[config.mk]
export PLATFORM = sky130hd
export DESIGN_NAME = regfile_operand_fetch
export DESIGN_NICKNAME = d
export VERILOG_FILES = /design/src/rtl/regfile_operand_fetch.sv
export SDC_FILE = /design/constraint.sdc
export NUM_CORES = 1
export LEC_CHECK = 0
export ABC_AREA = 1
export BUFFER_PORTS_ARGS = -buffer_cell sky130_fd_sc_hd__buf_4
export CAP_MARGIN = 25
export CORE_ASPECT_RATIO = 1.1
export CORE_MARGIN = 2
export CORE_UTILIZATION = 40
export DETAILED_ROUTE_END_ITERATION = 6
export HOLD_SLACK_MARGIN = 0.1
export PLACE_DENSITY = 0.83
export SLEW_MARGIN = 20
export SYNTH_ARGS = -nofsm -noshare
export SYNTH_HDL_FRONTEND = slang
export SYNTH_SLANG_ARGS = --single-unit
[constraint.sdc]
create_clock -name Clkb -period 1.3 [get_ports Clkb]
set_clock_uncertainty 0.15 [all_clocks]
set_input_delay 0.26 -clock Clkb [delete_from_list [all_inputs] [get_ports Clkb]]
set_output_delay 0.26 -clock Clkb [all_outputs]
set_load 0.05 [all_outputs]
[src/rtl/regfile_operand_fetch.sv]
`timescale 1ns/1ps
// Read-side controller for a small register file: fetches up to two operands,
// bypasses same-cycle write-back data and presents them with valid/ready.
module regfile_operand_fetch #(
   parameter int WIDTH = 10,
   parameter int AW    = 2
) (
   input  logic             Clkb,
   input  logic             Rstb,
   input  logic             req_valid,
   output logic             req_ready,
   input  logic [AW-1:0]    req_rs0,
   input  logic [AW-1:0]    req_rs1,
   input  logic             req_use1,
   output logic             op_valid,
   input  logic             op_ready,
   output logic [WIDTH-1:0] op_a,
   output logic [WIDTH-1:0] op_b,
   input  logic             wb_valid,
   output logic             wb_ready,
   input  logic [AW-1:0]    wb_addr,
   input  logic [WIDTH-1:0] wb_data,
   output logic [WIDTH-1:0] D,
   output logic [AW-1:0]    WRA,
   output logic             ENW,
   output logic [AW-1:0]    RDA0,
   output logic             ENR0,
   output logic [AW-1:0]    RDA1,
   output logic             ENR1,
   input  logic [WIDTH-1:0] Q0,
   input  logic [WIDTH-1:0] Q1
);

   typedef enum logic [1:0] {
      IDLE  = 2'd0,
      FETCH = 2'd1,
      HOLD  = 2'd2
   } state_t;

   state_t           state_q;
   logic [AW-1:0]    rs0_q;
   logic [AW-1:0]    rs1_q;
   logic             use1_q;
   logic             op_valid_q;
   logic [WIDTH-1:0] op_a_q;
   logic [WIDTH-1:0] op_b_q;
   logic [WIDTH-1:0] op_a_d;
   logic [WIDTH-1:0] op_b_d;
   logic             fetch_s;
   logic             accept_s;

   // Write port is a straight pass-through, gated only by reset.
   assign wb_ready = Rstb;
   assign ENW      = wb_valid & Rstb;
   assign D        = wb_data;
   assign WRA      = wb_addr;

   assign fetch_s  = Rstb & (state_q == FETCH);
   assign ENR0     = fetch_s;
   assign ENR1     = fetch_s & use1_q;
   assign RDA0     = fetch_s ? rs0_q : {AW{1'b0}};
   assign RDA1     = fetch_s ? rs1_q : {AW{1'b0}};

   assign req_ready = Rstb & ((state_q == IDLE) | ((state_q == HOLD) & op_ready));
   assign accept_s  = req_valid & req_ready;

   assign op_valid = op_valid_q;
   assign op_a     = op_a_q;
   assign op_b     = op_b_q;

   // Operand selection at the fetch edge: a write landing this cycle wins over the stale bus value.
   always_comb begin
      op_a_d = Q0;
      op_b_d = {WIDTH{1'b0}};
      if (ENW && (WRA == rs0_q)) begin
         op_a_d = wb_data;
      end else begin
         op_a_d = Q0;
      end
      if (!use1_q) begin
         op_b_d = {WIDTH{1'b0}};
      end else if (ENW && (WRA == rs1_q)) begin
         op_b_d = wb_data;
      end else begin
         op_b_d = Q1;
      end
   end

   // Request/fetch/hold sequencer with registered operand outputs.
   always_ff @(posedge Clkb) begin
      if (!Rstb) begin
         state_q    <= IDLE;
         rs0_q      <= {AW{1'b0}};
         rs1_q      <= {AW{1'b0}};
         use1_q     <= 1'b0;
         op_valid_q <= 1'b0;
         op_a_q     <= {WIDTH{1'b0}};
         op_b_q     <= {WIDTH{1'b0}};
      end else begin
         case (state_q)
            IDLE: begin
               if (accept_s) begin
                  rs0_q   <= req_rs0;
                  rs1_q   <= req_rs1;
                  use1_q  <= req_use1;
                  state_q <= FETCH;
               end
            end
            FETCH: begin
               op_a_q     <= op_a_d;
               op_b_q     <= op_b_d;
               op_valid_q <= 1'b1;
               state_q    <= HOLD;
            end
            HOLD: begin
               if (op_ready) begin
                  op_valid_q <= 1'b0;
                  if (accept_s) begin
                     rs0_q   <= req_rs0;
                     rs1_q   <= req_rs1;
                     use1_q  <= req_use1;
                     state_q <= FETCH;
                  end else begin
                     state_q <= IDLE;
                  end
               end
            end
            default: begin
               op_valid_q <= 1'b0;
               state_q    <= IDLE;
            end
         endcase
      end
   end

endmodule

* After elaboration in Yosys (flattened, before gate mapping)
Cells that the tools add are included.
Storage, ports and cells: bits in registers 28, output and inout bits 42, word-level logic and storage cells 48
Cells by class: eq/ne operators 6, mux-type cells 20, bitwise gates (word level) 8, reduce and logical (&&, ||, !) cells 7
Operators with widths (number):
- $mux W10 | 3
- $mux W2 | 8
- $pmux W2 S2 | 2
- $and A1 B1 Y1 | 6
- $pmux W2 S3 | 1
- $reduce_and A2 Y1 | 3
- $eq A2 B2 Y1 | 2
- $mux W1 | 4
- $ne A2 B2 Y1 const B | 2
- $pmux W1 S3 | 1
- $eq A2 B1 Y1 const B | 1
- $eq A2 B2 Y1 const B | 1
- $logic_and A1 B1 Y1 | 2
- $logic_not A2 Y1 | 1
- $pmux W1 S2 | 1
- $reduce_bool A2 Y1 | 1
- $not A1 Y1 | 1
- $or A1 B1 Y1 | 1

* Logic depth before layout (Yosys ltp)
Gate-level depths: netlist of run 1.
depth after elaboration 8, depth in mapped cells 9, gate-level depth less buffers 8

* Worst setup path before layout of run 1
OpenSTA, ideal clock, no wires.
path kind flip-flop to output port, start point register state_q[0], end point output port ENR1, arrival 1.812 ns, slack -0.922 ns, cell stages (with the launch flop) 8, path buffers 2, cells stage by stage dfxtp_1 > inv_1 > or2_1 > buf_6 > nor2_8 > inv_4 > buf_6 > nor2_1
Between the ends: longest elaborated chain between the ends 3
Ends and longest elaborated chain:
- start, declared | RTL line 40 | state_t state_q;
- start signal, assigned | RTL line 92 | state_q <= IDLE;
- start signal, assigned | RTL line 106 | state_q <= FETCH;
- start signal, assigned | RTL line 113 | state_q <= HOLD;
- $eq A2 B1 Y1 | RTL line 58 | assign fetch_s = Rstb & (state_q == FETCH);
- $and A1 B1 Y1 | RTL line 58
- named net ENR0 | RTL line 27 | output logic ENR0,
- $and A1 B1 Y1 | RTL line 60 | assign ENR1 = fetch_s & use1_q;
- end, declared | RTL line 29 | output logic ENR1,
The timed path passes the listed nets, and every way through them passes these cells.

* Final worst setup path of run 1
start point register state_q[0], end point output port RDA0[0]
Between the ends: longest elaborated chain between the ends 3
Ends and longest elaborated chain:
- $eq A2 B1 Y1 | RTL line 58
- $and A1 B1 Y1 | RTL line 58
- $mux W2 | RTL line 61 | assign RDA0 = fetch_s ? rs0_q : {AW{1'b0}};
- end, declared | RTL line 26 | output logic [AW-1:0] RDA0,
Every way passes these cells.

==> summary.md, run 1 <==
The diode insertion count for antenna repair came out at 0. TritonCTS built the clock tree. In the post-synthesis netlist, the biggest area contributors are dfxtp_1, nand2_1, inv_1, nand4_1, nand3_1. The number of hold-slack violations in the final timing report is 0. The number of setup violations in the final report came out at 33. Counting every sink on the clock net gives 28.

The largest area contributor in the synthesized netlist was dfxtp_1. Number of vias per cell after detailed routing: 4.92. For this run, the top clock speed supported by timing is 559 MHz. The critical path capture point type was an output port. The minimum setup slack in the final design came out at -0.489 ns. Buffers inserted during clock tree synthesis total 3. The signal on the critical path passes through inv_2 > or2_4 > nor2_8 > inv_8 > nor2_4 > buf_8. Global routing consumed, over all layers together, 23.9% of the routing resources. For this design the static power due to leakage is 1.46 nW.

CTS placed an instance of clkbuf_8 at the clock tree root. IR analysis of the VDD net gives a maximum drop of 0.627 mV. Critical path startpoint category: a register. The logs give 1610 um^2 for the cell area after synthesis and 249 for the post-synthesis cell count. The area added between synthesis and finish came out at 73.5%. The die is 70.5 um tall.

The fraction of layout cells with a size suffix above 1 is 48.3%. The max-slew violation count was 0; the post-route antenna net violation count was 0. For the worst setup path, the data arrival time is 1.38 ns. The number of storage elements in the synthesis netlist is 28, and the fraction of synthesized cell area taken by the top area cell type is 34.9%. At the placement stage, the worst setup path has a slack of -0.276 ns. The global placer's final weighted congestion was 0.910. Power spread over the standard cell area amounts to 879 nW/um^2. The logs give 0.105 ns for the worst hold-check slack and 3520 um for the half-perimeter wire length after detailed placement. Clock-pin slew was measured on the worst setup and hold paths at 0.10 ns. The peak per-stage delay on the critical path was 0.35 ns.

The logs give 0 for the initial antenna violation count and 4540 um^2 for the area of the die. The horizontal die dimension was 64.5 um; the total via count in the routed design was 1,969. Counting every net in the synthesized netlist gives 291. The tools report the worst reg-to-reg setup slack as -0.27 ns.

The run gives 17 as the largest net degree at the start of global routing. Before antenna repair, the detailed router went through 4 iterations. The tool flagged a number of max-cap violations equal to 0. The tools report the starting density of the core as 41.2%.

Critical-path cell with the highest stage delay: dfxtp_2. The depth of the CTS H-tree was 1. The number of DRC markers after the initial detailed-route iteration came out at 83. The number of global-route vias before repair is 1,812, and the number of cells after detailed placement is 380. The number of nets in the layout is 391. The run finished, with violations left.

The first global-routing pass estimated 8420 um of wire. The count of input and output buffers was 83. In this run the count of I/O pins placed on the die edge is 84. Data on the critical path is required at its endpoint by 0.89 ns. Of the available clock period, the critical path in the final layout requires 138%.

For the number of distinct standard cells referenced by the synthesized netlist, the log shows 19. Sum of overflow across all layers after global routing: 0. The Yosys step of the flow raised 0 warnings.

The average instance in the mapped netlist occupies 6.46 um^2. The count of cells in the finished layout, fillers not included, comes to 400. For the pin with the worst max-slew slack, the measured transition is 0.411 ns. The post-detailed-route DRC marker count is 0.

The setup path with the least slack is of type reg -> out. The checks that failed: negative setup slack. Type of the tightest min-delay check: in -> reg.

The clock reaches the later pin of the worst-skew pair after 0.27 ns. Sequential elements use 34.9% of the synthesized area. Along the worst path, the maximum fanout reaches 7. Dividing the detail-routed wire length by the instance count gives 14.2 um.

Measured against its own limit, the worst slew margin works out to 72.6%. Setup repair after global routing could not meet its margin everywhere. The maximum clock path buffer count was 2; the shortest period the worst path allows was 1.79 ns.

The area of the core region was 3900 um^2; the row count was 24. The filler cells instantiated in the layout total 323. For the final routed wirelength across all metal layers, the log shows 5690 um.
## cells by family after synthesis
group / Yosys count / share of synthesized area [%]
compound gates: 19 / 6.07
simple gates: 132 / 38.2
xor+xnor: 1 / 0.545
flops: 28 / 34.9
buf+inv: 69 / 20.3
## power by group
| part | switching, W | leakage, nW | internal [W] | total (W) |
|---|---|---|---|---|
| combinational | 0.000498 | 1.19 | 0.000328 | 0.000826 |
| sequential | 0.0000245 | 0.230 | 0.000901 | 0.000925 |
| clock | 0.000289 | 0.0357 | 0.000413 | 0.000701 |
## area by class of cell
type	count	area (um^2)	area share [%]
Clock buffer	3	41.3	1.48
Clock inverter	1	30.0	1.08
Inverter	45	191	6.86
Multi-Input combinational cell	153	892	32.0
Sequential cell	28	564	20.2
Tap cell	52	65.1	2.33
Timing Repair Buffer	117	997	35.7
Timing Repair inverter	1	8.76	0.314
## per-stage QoR
step | total power [W] | instance area, um^2 | utilization [%] | setup TNS, ns
final | 0.00245 | 2790 | 71.5 | -7.71
after global routing | 0.00255 | 2790 | 71.5 | -9.44
after CTS | 0.00241 | 2720 | 69.7 | -7.27
after floorplan | 0.00140 | 1670 | - | -7.18
after detailed placement | 0.00165 | 2350 | 60.3 | -5.78
after global placement | 0.00164 | 2350 | 60.3 | -4.45
## placed cells by master (no fill, tap or decap), drive strengths merged
| master | count |
|---|---|
| bufbuf | 1 |
| inv | 45 |
| buf | 111 |
| clkbuf | 3 |
| bufinv | 1 |
| nand3 | 22 |
| clkinv | 1 |
| nor3 | 1 |
| or2 | 1 |
| nand4 | 20 |
| dfxtp | 28 |
| a21oi | 18 |
| dlygate4sd3 | 5 |
| o31ai | 1 |
| xnor2 | 1 |
| nor2 | 8 |
| nand2 | 81 |
## synth_stat cells
library cell / number
buf_6: 2
or2_1: 1
inv_4: 1
buf_2: 1
nor2_1: 5
nand4_1: 20
clkbuf_1: 8
inv_1: 41
o31ai_1: 1
a21oi_1: 18
nor2_8: 2
buf_4: 13
clkinv_1: 1
nand2_1: 81
nand3_1: 22
xnor2_1: 1
nor3_2: 1
inv_2: 2
dfxtp_1: 28
## registers in the layout, summed over array words and instances (netlist names)
signal / cells
op_a: 10
op_b: 10
rs0_q: 2
rs1_q: 2
state_q: 2
op_valid: 1
use1_q: 1
## path summary, 6_finish.rpt
kind	from	end	cells past startpoint
min reg2reg	op_valid	op_valid	2
max	state_q[0]	RDA0[0]	6
max reg2reg	state_q[0]	op_a[9]	9
min	Q0[2]	op_a[2]	5
## critical path: cells and delay by family, from the launching register on
family                 cells  cell delay [ns]
AND/OR/NAND/NOR            3             0.50
flip-flops                 1             0.35
buffers and inverters      3             0.25
## timing repair
action,CTS,global route
buffers inserted,7,3
hold buffers,5,0
cloned,2,1
pin swaps,18,13
endpoints found under the setup margin,32,36
resized for setup,46,17
hold endpoints to repair,5,0
## metal layers
layer / track usage, % / up-vias / wire length, um
met5: 0 / - / 0
met4: 9.22 / 0 / 172
met3: 2.74 / 16 / 311
met2: 44.8 / 89 / 3030
met1: 27.1 / 898 / 2180
li1: - / 966 / -
Power figures use the tool's default switching activity.
==> run 2: changes to the inputs <==
--- a/config.mk
+++ b/config.mk
@@ -14,7 +14,8 @@
 export DETAILED_ROUTE_END_ITERATION = 6
 export HOLD_SLACK_MARGIN = 0.1
 export PLACE_DENSITY = 0.83
-export SLEW_MARGIN = 20
+export SETUP_SLACK_MARGIN = 0.02
+export SLEW_MARGIN = 40
 export SYNTH_ARGS = -nofsm -noshare
 export SYNTH_HDL_FRONTEND = slang
 export SYNTH_SLANG_ARGS = --single-unit
==> constraint.sdc (replaced) <==
create_clock -name Clkb -period 1.3 [get_ports Clkb]
set_clock_uncertainty 0.15 [all_clocks]
set_input_delay 0 -clock Clkb [delete_from_list [all_inputs] [get_ports Clkb]]
set_output_delay 0 -clock Clkb [all_outputs]
set_load 0.05 [all_outputs]
==> summary.md, run 2 (same netlist as run 1, synthesis figures left out) <==
STA classifies the critical path startpoint as a register. The initial antenna violation count is 0 (unchanged). The final critical-path share of the clock period works out to 121% (-17 points). The startpoint identified for the worst register-to-register timing path is state_q[0]. The number of iterations in the first detailed-routing pass is 5 (+1), and the peak ir drop on the vdd network is 0.730 mV (+16%). The half-perimeter wire length after detailed placement was 3380 um (-4.0%); the final instance area was 3120 um^2 (+12%).

The startpoint identified for the worst hold timing path is wb_addr[0]. For the global placer's final weighted congestion, the log shows 0.813 (-11%). The run gives 0 (unchanged) as the post-detailed-route DRC marker count. The critical path in this run is classified as reg -> reg. The number of hold-slack violations in the final timing report was 0 (unchanged); the data arrival time of the critical path was 1.65 ns (+0.27 ns). Largest net degree at the start of global routing: 17 (unchanged).

The tools report the final routed wirelength across all metal layers as 6920 um (+22%). The critical path starts at state_q[0]. The minimum setup slack in the final design came out at -0.269 ns (+0.221 ns). The count of placed standard cells in the final layout, fillers left out came out at 432 (+8.0%). For the global-route total usage across every layer, the log shows 26.3% (+2.5 points).

Type of the tightest min-delay check: in -> out. In the layout the commonest cells are buf_4, nand2_1, inv_1, dlygate4sd3_1, dfxtp_1. The worst-margin pin slew works out to 0.400 ns (-0.0112 ns). The number of nets in the layout is 423 (+8.2%). Setup repair after global routing could not meet its margin everywhere. The root buffer cell is clkbuf_8.

The shortest period the worst path allows was 1.57 ns (-0.221 ns); the average routed wire per standard cell was 16.0 um (+13%). For the starting density of the core, the log shows 41.2% (unchanged). The total power is 0.00257 W (+4.9%), and the fraction of layout cells with a size suffix above 1 is 43.4% (-4.9 points).

The number of cells after detailed placement is 380 (unchanged), and the largest fanout of any net on the critical path is 6 (-1). The count of input and output buffers was 83 (unchanged); the data required time of the worst path was 1.38 ns (+0.49 ns). The logs give 4540 um^2 (unchanged) for the area of the die and 24 (unchanged) for the row count. The logs give 1 (unchanged) for the depth of the CTS H-tree and 2,218 (+13%) for the total via count in the routed design.

The post-CTS clock slew at the launch and capture registers of the worst setup and hold paths is 0.10 ns (about the same), and the horizontal die dimension is 64.5 um (unchanged). The tools report the number of clock sinks seen by CTS as 28 (unchanged). Height of the die: 70.5 um (unchanged). Reported max-cap violation count: 0 (unchanged).

The latest clock arrival within the worst-skew pair was 0.29 ns (+0.02 ns). The max-slew violation count was 0 (unchanged); the number of DRC markers after the initial detailed-route iteration was 156 (+88%). The total power per unit cell area is 825 nW/um^2 (-6.2%), and the leakage power figure is 1.59 nW (+9.2%). The logs give 3 (unchanged) for the clock buffer count from CTS and 0 (unchanged) for the post-route antenna net violation count. The tools report the standard cell area after detailed placement as 2340 um^2 (-0.32%). The maximum achievable frequency came out at 638 MHz (+14%). The logs give 84 (unchanged) for the top-level port count and 0 (unchanged) for the sum of overflow across all layers after global routing. The number of filler instances in the final layout was 241 (-25%); the number of setup violations in the final report was 34 (+3.0%). The global-route wire length before repair was 9390 um (+11%).

The critical path capture point type is a register. The headroom to the max-slew limit came out at 73.3% (+0.74 points). The final reports fail on negative setup slack.

TritonCTS built the clock tree. The run finished, with violations left. The maximum clock path buffer count is 2 (unchanged), and the diode insertion count for antenna repair is 0 (unchanged). The number of vias per cell after detailed routing works out to 5.13 (+4.3%). The area growth from synthesis to layout is 94.0%.

The number of global-route vias before repair was 2,039 (+13%). Leaving out fill and tap cells, the most frequent cell in the layout is buf_4. For the area of the core region, the log shows 3900 um^2 (unchanged).
[run 2: changes by cell type in the layout (fill, tap and decap cells not counted), sizes merged]
cell         previous run  this run
bufbuf                  1         0
buf                   111       110
dlygate4sd3             5        39
[run 2: area by class of cell]
| cell class | count | area (um^2) | share of cell area [%] |
|---|---|---|---|
| tap | 52 | 65.1 | 2.09 |
| timing repair buffer | 149 | 1290 | 41.5 |
| timing repair inverter | 1 | 11.3 | 0.361 |
| clock buffer | 3 | 41.3 | 1.32 |
| clock inverter | 1 | 30.0 | 0.963 |
| sequential | 28 | 568 | 18.2 |
| inverter | 45 | 194 | 6.22 |
| multi-input combinational | 153 | 916 | 29.4 |
[run 2: path summary, 6_finish.rpt]
kind	to	slack, ns	cells past startpoint
max	op_b[0]	-0.27	7
min	WRA[0]	0.15	2
max reg2reg	op_b[0]	-0.27	7
min reg2reg	op_b[6]	0.33	2
[run 2: repair_timing]
item,CTS,global route
hold buffers,39,1
cloned,1,1
setup buffers,6,1
resized for setup,22,42
pin swaps,8,19
hold endpoints to repair,28,2
endpoints found under the setup margin,33,34
[run 2: stage by stage]
| stage | setup slack [ns] | hold slack [ns] | TNS [ns] | utilization, % |
|---|---|---|---|---|
| detailed placement | -0.320 | 0.113 | -4.95 | 60.1 |
| floorplan | -0.307 | -0.00714 | -4.20 | - |
| global placement | -0.267 | 0.109 | -3.77 | 60.1 |
| global route | -0.328 | 0.153 | -7.63 | 79.9 |
| CTS | -0.239 | 0.140 | -3.77 | 75.3 |
| finish | -0.269 | 0.151 | -5.72 | 79.9 |
[run 2: power breakdown]
group / switching, W / internal (W) / leakage [nW] / total, W
sequential: 0.0000282 / 0.000900 / 0.230 / 0.000928
combinational: 0.000541 / 0.000388 / 1.32 / 0.000930
clock: 0.000300 / 0.000413 / 0.0357 / 0.000714
[run 2: metal layers]
metal	global-route usage (%)	share of wire [%]
met3	4.67	7.5
met5	0	0
met1	31.0	37
met4	11.1	4.6
met2	46.4	51
[run 2: worst max-delay path: stages, from the launching register on]
cell     delay, ns
dfxtp_2       0.35
inv_2         0.04
or2_4         0.27
buf_4         0.15
buf_12        0.15
nor2_4        0.15
nand3_1       0.12
a21oi_2       0.14
==> run 3: changes to the inputs <==
--- a/config.mk
+++ b/config.mk
@@ -13,6 +13,7 @@
 export CORE_UTILIZATION = 40
 export DETAILED_ROUTE_END_ITERATION = 6
 export HOLD_SLACK_MARGIN = 0.1
+export MAX_ROUTING_LAYER = met4
 export PLACE_DENSITY = 0.83
 export SETUP_SLACK_MARGIN = 0.02
 export SLEW_MARGIN = 40
==> summary.md, run 3 (same netlist as run 1, synthesis figures left out) <==
The flow ran to the end, but the final reports show violations. The checks that failed: negative setup slack. The most common library cell in the layout ignoring fill and taps is buf_4.

The height of the die came out at 70.5 um (unchanged). The maximum achievable frequency came out at 637 MHz (about the same). The critical-path cell with the highest stage delay is dfxtp_2.

Post-route antenna net violation count: 0 (unchanged). CTS placed an instance of clkbuf_8 at the clock tree root. The number of vias per cell after detailed routing works out to 5.23 (+1.8%). The fraction of layout cells with a size suffix above 1 was 43.4% (unchanged).

The number of iterations in the first detailed-routing pass came out at 6 (+1). The sum of overflow across all layers after global routing was 0 (unchanged); the post-CTS clock slew at the launch and capture registers of the worst setup and hold paths was 0.10 ns (about the same). The worst hold path terminates at WRA[0].

The top-level port count is 84 (unchanged), and the total power per unit cell area is 825 nW/um^2 (about the same). TritonCTS built the clock tree. The logs give 0 (unchanged) for the diode insertion count for antenna repair and 2,034 (-0.25%) for the number of global-route vias before repair. In this run the most critical hold path is launched from wb_addr[0]. Largest net degree at the start of global routing: 17 (unchanged).

The tools report the standard cell area after detailed placement as 2340 um^2 (unchanged). The number of nets in the layout was 423 (unchanged); the number of hold-slack violations in the final timing report was 0 (unchanged). Count of input and output buffers: 83 (unchanged). STA classifies the critical path endpoint as a register. The run gives 170 (+9.0%) as the number of DRC markers after the initial detailed-route iteration.

The worst setup path is of the reg -> reg kind. The data required time of the worst path is 1.38 ns (about the same), and the worst-margin pin slew is 0.399 ns (-0.000783 ns). The final routed wirelength across all metal layers came out at 6910 um (-0.25%).

The number of filler instances in the final layout was 241 (unchanged). In the layout the commonest cells are buf_4, nand2_1, inv_1, dlygate4sd3_1, dfxtp_1. The run gives 2,259 (+1.8%) as the total via count in the routed design.

The tools report the leakage power figure as 1.59 nW (unchanged). Global placer's final weighted congestion: 0.825 (+1.5%). For the post-detailed-route DRC marker count, the log shows 0 (unchanged). The headroom to the max-slew limit came out at 73.4% (about the same).

The run gives 27.0% (+0.62 points) as the global-route total usage across every layer. The worst register-to-register path begins at state_q[0]. The logs give 28 (unchanged) for the number of clock sinks seen by CTS and 0 (unchanged) for the reported max-cap violation count. The area of the die came out at 4540 um^2 (unchanged). The area of the core region is 3900 um^2 (unchanged).

The final instance area is 3120 um^2 (unchanged). The tools report the number of setup violations in the final report as 33 (-2.9%). The tools report the peak ir drop on the vdd network as 0.730 mV (about the same). The tools report the worst hold-check slack as 0.151 ns (-0.0000670 ns). The tools report the capturing point of the worst reg2reg path as op_b[0].

The critical path startpoint category was a register. Setup TNS: -5.69 ns (+0.0277 ns). The minimum setup slack in the final design was -0.270 ns (-0.000989 ns); the data arrival time of the critical path was 1.65 ns (about the same).

The max-slew violation count is 0 (unchanged), and the area added between synthesis and finish is 94.0% (unchanged). The total power is 0.00257 W (about the same), and the horizontal die dimension is 64.5 um (unchanged). The number of buffers and inverters on the critical path is 3 (unchanged), and the maximum clock path buffer count is 2 (unchanged).

The global-route wire length before repair was 9390 um (unchanged). The shortest period the worst path allows was 1.57 ns (+0.000989 ns); the largest fanout of any net on the critical path was 6 (unchanged). The number of cells traversed by the worst register-to-register path came out at 7 (unchanged).

The signal on the critical path passes through inv_2 > or2_4 > buf_4 > buf_12 > nor2_4 > nand3_1 > a21oi_2. The peak per-stage delay on the critical path is 0.35 ns (about the same). The worst reg-to-reg setup slack is -0.27 ns (about the same). For the row count, the log shows 24 (unchanged). Final critical-path share of the clock period: 121% (about the same).

Setup repair after global routing could not meet its margin everywhere. The average routed wire per standard cell is 16.0 um (-0.25%). The initial antenna violation count came out at 0 (unchanged).

Latest clock arrival within the worst-skew pair: 0.28 ns (about the same). The instance count along the most critical hold path is 2 (unchanged). The starting density of the core was 41.2% (unchanged).

Half-perimeter wire length after detailed placement: 3380 um (unchanged). The path class of the tightest hold or removal check is in -> out. On the critical path the largest part of the delay comes from simple AND/OR/NAND/NOR gates. The depth of the CTS H-tree is 1 (unchanged).

For the clock buffer count from CTS, the log shows 3 (unchanged).
run 3: cell counts in the layout (fill, tap and decap cells not counted):
No cell type changed its count.
run 3: what timing repair did:
item,CTS,global route
hold buffers,39,1
hold endpoints to repair,28,2
cloned,1,1
setup buffers,6,1
setup endpoints to repair,33,34
pin swaps,8,19
resized for setup,22,42
run 3: cell type report:
type	instances	area (um^2)	area share (%)
Timing Repair Buffer	149	1290	41.5
Multi-Input combinational cell	153	916	29.4
Sequential cell	28	568	18.2
Inverter	45	194	6.22
Tap cell	52	65.1	2.09
Clock buffer	3	41.3	1.32
Clock inverter	1	30.0	0.963
Timing Repair inverter	1	11.3	0.361
run 3: how the worst max path moves through the flow:
stage / start / slack [ns] / cells past startpoint / endpoint
5_1_grt: state_q[0] / -0.31 / 6 / RDA0[0]
6_report: state_q[0] / -0.27 / 7 / op_b[0]
2_1_floorplan: state_q[0] / -0.31 / 7 / RDA0[0]
3_5_place_dp: state_q[0] / -0.32 / 6 / op_a[7]
3_3_place_gp: state_q[0] / -0.27 / 6 / op_a[4]
4_1_cts: state_q[0] / -0.24 / 6 / RDA0[0]
run 3: power breakdown:
| group | switching, W | internal [W] | total (W) |
|---|---|---|---|
| Combinational | 0.000542 | 0.000388 | 0.000930 |
| Sequential | 0.0000284 | 0.000900 | 0.000929 |
| Clock | 0.000302 | 0.000413 | 0.000716 |
| Total | 0.000872 | 0.00170 | 0.00257 |
run 3: per-stage QoR:
| stage | util (%) | std cells | worst slack (ns) |
|---|---|---|---|
| 2_1_floorplan | - | 249 | -0.307 |
| 6_report | 79.9 | 432 | -0.270 |
| 3_5_place_dp | 60.1 | 380 | -0.320 |
| 4_1_cts | 75.3 | 430 | -0.239 |
| 3_3_place_gp | 60.1 | 380 | -0.267 |
| 5_1_grt | 79.9 | 432 | -0.314 |
run 3: per-layer routing:
layer / up-vias / part of all wire [%] / GRT usage, %
li1: 1032 / - / -
met1: 1021 / 37 / 31.0
met2: 157 / 50 / 46.4
met3: 49 / 7.6 / 4.19
met4: 0 / 5.4 / 11.1
met5: - / 0 / -
